==> src/rtl/shift_pkg.sv <==
// Shared constants for the shift sequencer: operand width, shift-mode codes
// and the sequencer's FSM state encoding.
package shift_pkg;

  localparam int WIDTH = 8;
  localparam int CNT_W = 4;

  localparam logic [2:0] SHL = 3'd0;
  localparam logic [2:0] SHR = 3'd1;
  localparam logic [2:0] ROL = 3'd2;
  localparam logic [2:0] ROR = 3'd3;
  localparam logic [2:0] ASR = 3'd4;

  typedef enum logic [1:0] {
    IDLE = 2'd0,
    RUN  = 2'd1,
    DONE = 2'd2
  } state_e;

endpackage

==> src/rtl/shift_sequencer_shift.sv <==
// Single-step shift/rotate unit: one bit position per evaluation.
// Codes outside the defined modes pass the operand and carry through unchanged.
module shift
  import shift_pkg::*;
#(
  parameter int WIDTH = shift_pkg::WIDTH
) (
  input  logic [WIDTH-1:0] in,
  input  logic             cin,
  input  logic [2:0]       mode,
  output logic [WIDTH-1:0] out,
  output logic             cout
);

  // One-step datapath selected by mode
  always_comb begin
    out  = in;
    cout = cin;
    case (mode)
      SHL: begin
        out  = {in[WIDTH-2:0], cin};
        cout = in[WIDTH-1];
      end
      SHR: begin
        out  = {cin, in[WIDTH-1:1]};
        cout = in[0];
      end
      ROL: begin
        out  = {in[WIDTH-2:0], in[WIDTH-1]};
        cout = in[WIDTH-1];
      end
      ROR: begin
        out  = {in[0], in[WIDTH-1:1]};
        cout = in[0];
      end
      ASR: begin
        out  = {in[WIDTH-1], in[WIDTH-1:1]};
        cout = in[0];
      end
      default: begin
        out  = in;
        cout = cin;
      end
    endcase
  end

endmodule

==> src/rtl/shift_sequencer.sv <==
// Multi-cycle shift controller: steps the single-bit shift unit once per clock,
// chaining carry between steps, with a start/busy/done handshake.
module shift_sequencer
  import shift_pkg::*;
#(
  parameter int WIDTH = shift_pkg::WIDTH,
  parameter int CNT_W = shift_pkg::CNT_W
) (
  input  logic             clk,
  input  logic             rst,
  input  logic             start,
  input  logic [WIDTH-1:0] data_in,
  input  logic             carry_in,
  input  logic [2:0]       mode,
  input  logic [CNT_W-1:0] count,
  output logic             busy,
  output logic             done,
  output logic [WIDTH-1:0] result,
  output logic             carry_out
);

  state_e           state_q, state_d;
  logic [WIDTH-1:0] acc_q, acc_d;
  logic             cy_q, cy_d;
  logic [2:0]       mode_q, mode_d;
  logic [CNT_W-1:0] rem_q, rem_d;

  logic [WIDTH-1:0] sh_out;
  logic             sh_cout;

  shift #(.WIDTH(WIDTH)) u_shift (
    .in   (acc_q),
    .cin  (cy_q),
    .mode (mode_q),
    .out  (sh_out),
    .cout (sh_cout)
  );

  // State and datapath registers
  always_ff @(posedge clk) begin
    if (rst) begin
      state_q <= IDLE;
      acc_q   <= '0;
      cy_q    <= 1'b0;
      mode_q  <= 3'd0;
      rem_q   <= '0;
    end else begin
      state_q <= state_d;
      acc_q   <= acc_d;
      cy_q    <= cy_d;
      mode_q  <= mode_d;
      rem_q   <= rem_d;
    end
  end

  // Next-state logic; start is only honoured in IDLE and DONE
  always_comb begin
    state_d = state_q;
    acc_d   = acc_q;
    cy_d    = cy_q;
    mode_d  = mode_q;
    rem_d   = rem_q;
    case (state_q)
      IDLE, DONE: begin
        if (start) begin
          acc_d   = data_in;
          cy_d    = carry_in;
          mode_d  = mode;
          rem_d   = count;
          state_d = (count != '0) ? RUN : DONE;
        end else if (state_q == DONE) begin
          state_d = IDLE;
        end else begin
          state_d = IDLE;
        end
      end
      RUN: begin
        acc_d = sh_out;
        cy_d  = sh_cout;
        rem_d = rem_q - CNT_W'(1);
        if (rem_q == CNT_W'(1)) begin
          state_d = DONE;
        end else begin
          state_d = RUN;
        end
      end
      default: begin
        state_d = IDLE;
      end
    endcase
  end

  assign busy      = (state_q == RUN);
  assign done      = (state_q == DONE);
  assign result    = acc_q;
  assign carry_out = cy_q;

endmodule

==> config.mk <==
export PLATFORM = sky130hd
export DESIGN_NAME = shift_sequencer
export DESIGN_NICKNAME = d
export VERILOG_FILES = /design/src/rtl/shift_pkg.sv /design/src/rtl/shift_sequencer_shift.sv /design/src/rtl/shift_sequencer.sv
export SDC_FILE = /design/constraint.sdc
export NUM_CORES = 1
export LEC_CHECK = 0
export CAP_MARGIN = 20
export CORE_AREA = 2 2 45 57
export CTS_BUF_LIST = sky130_fd_sc_hd__clkbuf_4 sky130_fd_sc_hd__clkbuf_8
export DETAILED_ROUTE_END_ITERATION = 8
export DIE_AREA = 0 0 47 59
export PLACE_DENSITY = 0.88
export SYNTH_ARGS = -nofsm -noshare
export SYNTH_HDL_FRONTEND = slang
export SYNTH_SLANG_ARGS = --single-unit
==> constraint.sdc <==
create_clock -name clk -period 3.9 [get_ports clk]
set_input_delay 0.78 -clock clk [delete_from_list [all_inputs] [get_ports clk]]
set_output_delay 0.78 -clock clk [all_outputs]
set_load 0.01 [all_outputs]
=== Word-level counts from Yosys, hierarchy flattened ===
Index checks and enable logic that the tools add are counted.

* Shift operators: 0
* Add/sub/neg operators: 1
* $lt $le $gt $ge: 0
* Reductions and logical operators: 12
* Bitwise logic cells: 0
* Muxes and demuxes: 12
* Multiply operators: 0
* Equality and inequality tests: 12
* Div/mod/pow operators: 0

{| class="wikitable"
|+ Operators with widths
! cell !! number
|-
| 8-bit one-hot mux with 5 select lines || 1
|-
| 8-bit one-hot mux with 2 select lines || 1
|-
| 8-bit 2-to-1 mux || 1
|-
| 4-bit one-hot mux with 2 select lines || 1
|-
| 3-bit by 2-bit == test with 1-bit output, second input constant || 2
|-
| 2-bit 2-to-1 mux || 3
|-
| 6-bit by 1-bit != test with 1-bit output, second input constant || 1
|-
| 3-bit AND reduction || 2
|-
| 5-bit by 1-bit != test with 1-bit output, second input constant || 1
|-
| 4-bit by 1-bit == test with 1-bit output, second input constant || 1
|-
| 4-bit 2-to-1 mux || 1
|-
| 2-bit != test, second input constant || 2
|-
| 1-bit one-hot mux with 2 select lines || 2
|-
| 2-bit one-hot mux with 2 select lines || 1
|-
| 2-bit AND reduction || 2
|-
| 4-bit AND reduction || 1
|-
| 4-bit nonzero test || 1
|-
| 2-bit OR reduction || 2
|-
| 4-bit by 1-bit subtractor with 4-bit output, second input constant || 1
|-
| 3-bit by 1-bit == test with 1-bit output, second input constant || 1
|-
| 3-bit == test, second input constant || 1
|-
| 3-bit zero test || 1
|-
| 3-bit != test, second input constant || 1
|-
| 3-bit OR reduction || 1
|-
| other kinds (5) || 5
|}

* Output and inout bits: 11
* Memories: 0
* Input port bits: 19
* Bits in latches: 0
* Register bits after elaboration: 18
* Memory bits (writable): 0
* Memory bits (read-only): 0
* Word-level logic and storage cells: 43

=== Longest topological paths before layout ===
* Word-level depth: 4
* Gate-level depth with buffers: 7

=== By module ===
Synthesis repeated with hierarchy kept, for this count alone.

* Cell total of the unflattened synthesis: 155
* Area, all modules: 1277.5 sq um

{| class="wikitable"
|+ By module, submodules not included
! module !! cells an instance !! area each (sq um) !! sequential area each (sq um) !! instances
|-
| shift_sequencer || 103 || 869.6 || 360.3 || 1
|-
| shift || 52 || 407.9 || 0.0 || 1
|}

=== Least setup slack after synthesis ===
Ideal clock, no wire load.

* Kind: input port to flip-flop
* From: input port start
* To: register acc_q[7], in the netlist result[7]
* Required time: 3813 ps
* Path buffers: 1
* Setup slack: 2024 ps
* Stages on the path: 4
* Arrival time: 1789 ps
* Path through: nor2b_2 buf_4 or4b_2 o31ai_1

* Word-level cells in the longest chain between the ends: 2

{| class="wikitable"
|+ Ends and longest elaborated chain
! item !! line !! RTL
|-
| start, declared || shift_sequencer.sv:11 || <nowiki>input logic start,</nowiki>
|-
| 2-bit != test (no line) || n/a ||
|-
| 4-bit AND reduction (no line) || n/a ||
|-
| end signal, assigned || shift_sequencer.sv:43 || <nowiki>acc_q <= '0;</nowiki>
|-
| end signal, assigned || shift_sequencer.sv:49 || <nowiki>acc_q <= acc_d;</nowiki>
|-
| end, declared || shift_sequencer.sv:23 || <nowiki>logic [WIDTH-1:0] acc_q, acc_d;</nowiki>
|}

No other way between the ends.
A chain may end at the register's enable or synchronous reset.

=== Worst setup path after layout ===
* From: register state_q[1]
* To: output port busy

* Word-level cells in the longest chain between the ends: 1

{| class="wikitable"
|+ Ends and longest elaborated chain
! item !! line !! RTL
|-
| start, declared || shift_sequencer.sv:22 || <nowiki>state_e state_q, state_d;</nowiki>
|-
| start signal, assigned || shift_sequencer.sv:48 || <nowiki>state_q <= state_d;</nowiki>
|-
| 2-bit by 1-bit == test with 1-bit output || shift_sequencer.sv:93 || <nowiki>assign busy = (state_q == RUN);</nowiki>
|-
| end, declared || shift_sequencer.sv:16 || <nowiki>output logic busy,</nowiki>
|}

No other way between the ends.

==> impl_metrics.yaml <==
status:
  outcome: "complete, no violations"
clocking:
  postCtsSetupBuffers: 0
  clkSlewWorstSetupHoldPaths_ns: 0.10
  cts_buffers: 3
  htreeDepth: 1
  clockRootBuffer: "clkbuf_4"
  cts_max_path_buffers: 2
  cts_tree: "yes"
  clk_latency_ns: 0.29
  clock-sinks: 18
  ctsResizeCount: 0
  hold_buffers: 0
logic_synthesis:
  synthSimpleGateAreaFrac_pct: 23.0
  ys_types: 33
  synth-seq-cells: 18
  synth_edf_count: 0
  yosys_warnings: 0
  syn-num-nets: 137
  ys_async_sr_fraction_pct: 0
  synth_fa_ha_area_share_pct: 2.24
  synth-compound-area-share_pct: 20.7
  synthFlopType: "dfxtp_1"
  synth_xor_area_share_pct: 0
  synth_top_family_by_area: "simple AND/OR/NAND/NOR gates"
  syn_inst: 116
  synthMuxAreaShare_pct: 13.7
  syn_area_per_cell_um2: 9.63
  ys_seq_area_share_pct: 32.3
  netlist_area_um2: 1120
floorplan:
  start_util_pct: 51.1
  die_h_um: 59
  die_area_um2: 2770
  ios: 30
  coreArea_um2: 2190
  fp-row-count: 19
  dieWidth_um: 47
run:
  max_cap_viol_count: 0
drt:
  wl_per_cell_um: 14.2
  detail-route-antenna-nets: 0
  via_per_inst: 5.70
  drtIter0Drc: 21
  totalWireLength_um: 2450
  drc: 0
  num_vias: 986
  drtPass1Iterations: 4
grt:
  gr-total-overflow: 0
  grt_pass1_wl_um: 3790
  grt_pass1_vias: 903
  antenna_found_initial: 0
  grt_max_degree: 28
  groute.usage.overall_pct: 18.3
timing:
  slew_violations: 0
  rsz0062_at_grt: "no"
  fmax_ghz: 0.370
  max-slew-margin-rel_pct: 50.2
  period_needed_ns: 2.70
  skew_ns: 0.00590
  worst_pin_slew_ns: 0.746
  hold_violations: 0
  setup_viol: 0
  tns_ns: 0
  fin_crit_sh_pct: 69.3
critical_path:
  worst-setup-path-type: "flop to output port"
  critPathCaptureType: "output port"
  critical-path-slowest-cell: "nand2b_1"
  critPathCapture: "busy"
  r2r_cells: 5
  crit_start: "state_q[1]"
  max_stage_delay_ns: 0.59
  cp_cell_sequence: "nand2b_1, clkinv_4, clkdlybuf4s50_1"
  cp-start-kind: "flop"
  r2r_start: "state_q[1]"
  r2r-end: "result[3]"
  reg2reg_slack_ns: 1.85
  crit_required_ns: 3.12
  worstPathMaxFanout: 18
  worstPathArrival_ns: 1.92
pwr:
  p_per_area_nw_per_um2: 337
  ir_drop_uv: 251
  leakage_nw: 0.538
finish:
  multi_input_area_um2: 666
  final-seq-area_um2: 360
  nNetsFinal: 164
  drive_above_1_share_pct: 13.4
  diodes: 0
  final_area_um2: 1420
  area_growth_pct: 27.3
  final_core_util_pct: 65.0
  fill_cells: 172
placed_design:
  place.gp.congestion: 0.782
  port_buffers: 29
  dpl_cell_area_um2: 1390
  dp_hpwl_um: 1790
hold_path:
  min_path_type: "flop to flop"
==> final cells by class <==
class | instances | area share, %
inverters | 5 | 1.67
repair buffers | 30 | 20.9
flip-flops and latches | 18 | 25.3
well taps | 31 | 2.73
multi-input cells | 85 | 46.8
clock buffers | 4 | 2.55
==> how the worst min path moves through the flow <==
stage | start | end | slack [ns] | cells after the start
after CTS | rem_q[3] | rem_q[3] | 0.51 | 2
after global routing | rem_q[3] | rem_q[3] | 0.52 | 2
final | rem_q[3] | rem_q[3] | 0.51 | 2
after floorplan | rem_q[3] | rem_q[3] | 0.46 | 2
after detailed placement | rem_q[3] | rem_q[3] | 0.49 | 2
after global placement | rem_q[3] | rem_q[3] | 0.48 | 2
==> flip-flops by register name (all words and copies together), names as in the netlist <==
| register | cells |
|---|---|
| result | 8 |
| rem_q | 4 |
| mode_q | 3 |
| state_q | 2 |
| carry_out | 1 |
==> through the flow <==
stage | hold slack, ns | setup slack [ns] | cells | power, mW
floorplan | 0.464 | 2.02 | 116 | 0.317
global placement | 0.480 | 1.37 | 169 | 0.361
detailed placement | 0.491 | 1.34 | 169 | 0.368
CTS | 0.509 | 1.19 | 173 | 0.480
global route | 0.516 | 1.09 | 173 | 0.503
finish | 0.510 | 1.20 | 173 | 0.479
==> placed cells by master (no fill, tap or decap) <==
master	n
o21ai_2	1
buf_4	1
clkinv_4	1
dfxtp_1	18
clkbuf_8	1
nand4b_1	7
nor2b_2	1
or3_1	1
a221oi_1	3
o21ai_0	3
inv_1	4
mux2i_4	1
o31ai_1	1
a211oi_1	1
clkbuf_4	3
nand2b_1	1
mux2i_1	13
nor2b_1	2
a21oi_1	6
or4b_2	1
nor2_1	15
nand3b_1	7
nor2_2	1
nand3_1	1
nor4_1	1
a32oi_1	2
nor3b_1	1
a22oi_1	2
o211ai_2	7
nor3_1	2
or4_1	1
ha_1	2
clkdlybuf4s50_1	29
a21oi_4	1
==> kinds of logic after synthesis <==
family | Yosys count
flops | 18
simple gates | 42
compound gates | 27
fa+ha+maj | 2
mux | 14
buf+inv | 13
==> cell usage after synthesis (3+ instances only) <==
library cell | n | area [um2]
a21oi_1 | 6 | 30.0
a221oi_1 | 3 | 26.3
buf_6 | 4 | 45.0
dfxtp_1 | 18 | 360
inv_1 | 4 | 15.0
mux2i_1 | 13 | 130
nand3b_1 | 7 | 52.6
nand4b_1 | 7 | 61.3
nor2_1 | 15 | 56.3
o211ai_2 | 7 | 87.6
o21ai_0 | 3 | 15.0
==> routing by layer <==
metal,part of all wire (%),global-route usage [%],up-vias
li1,-,-,488
met1,43,21.6,474
met4,1.1,5.95,0
met3,2.1,2.74,4
met5,0,0,-
met2,54,32.7,20
==> power by group <==
group / internal [mW] / switching [mW] / total (mW) / leakage, nW
Clock: 0.0568 / 0.0589 / 0.116 / 0.0210
Combinational: 0.0735 / 0.0671 / 0.141 / 0.369
Sequential: 0.201 / 0.0223 / 0.223 / 0.148
==> critical path: cells and delay by family, from the launching register on <==
| family | cells | cell delay (ns) |
|---|---|---|
| simple gates | 1 | 0.59 |
| flops | 1 | 0.33 |
| buf+inv | 2 | 0.72 |
(Power assumes the default switching activity.)
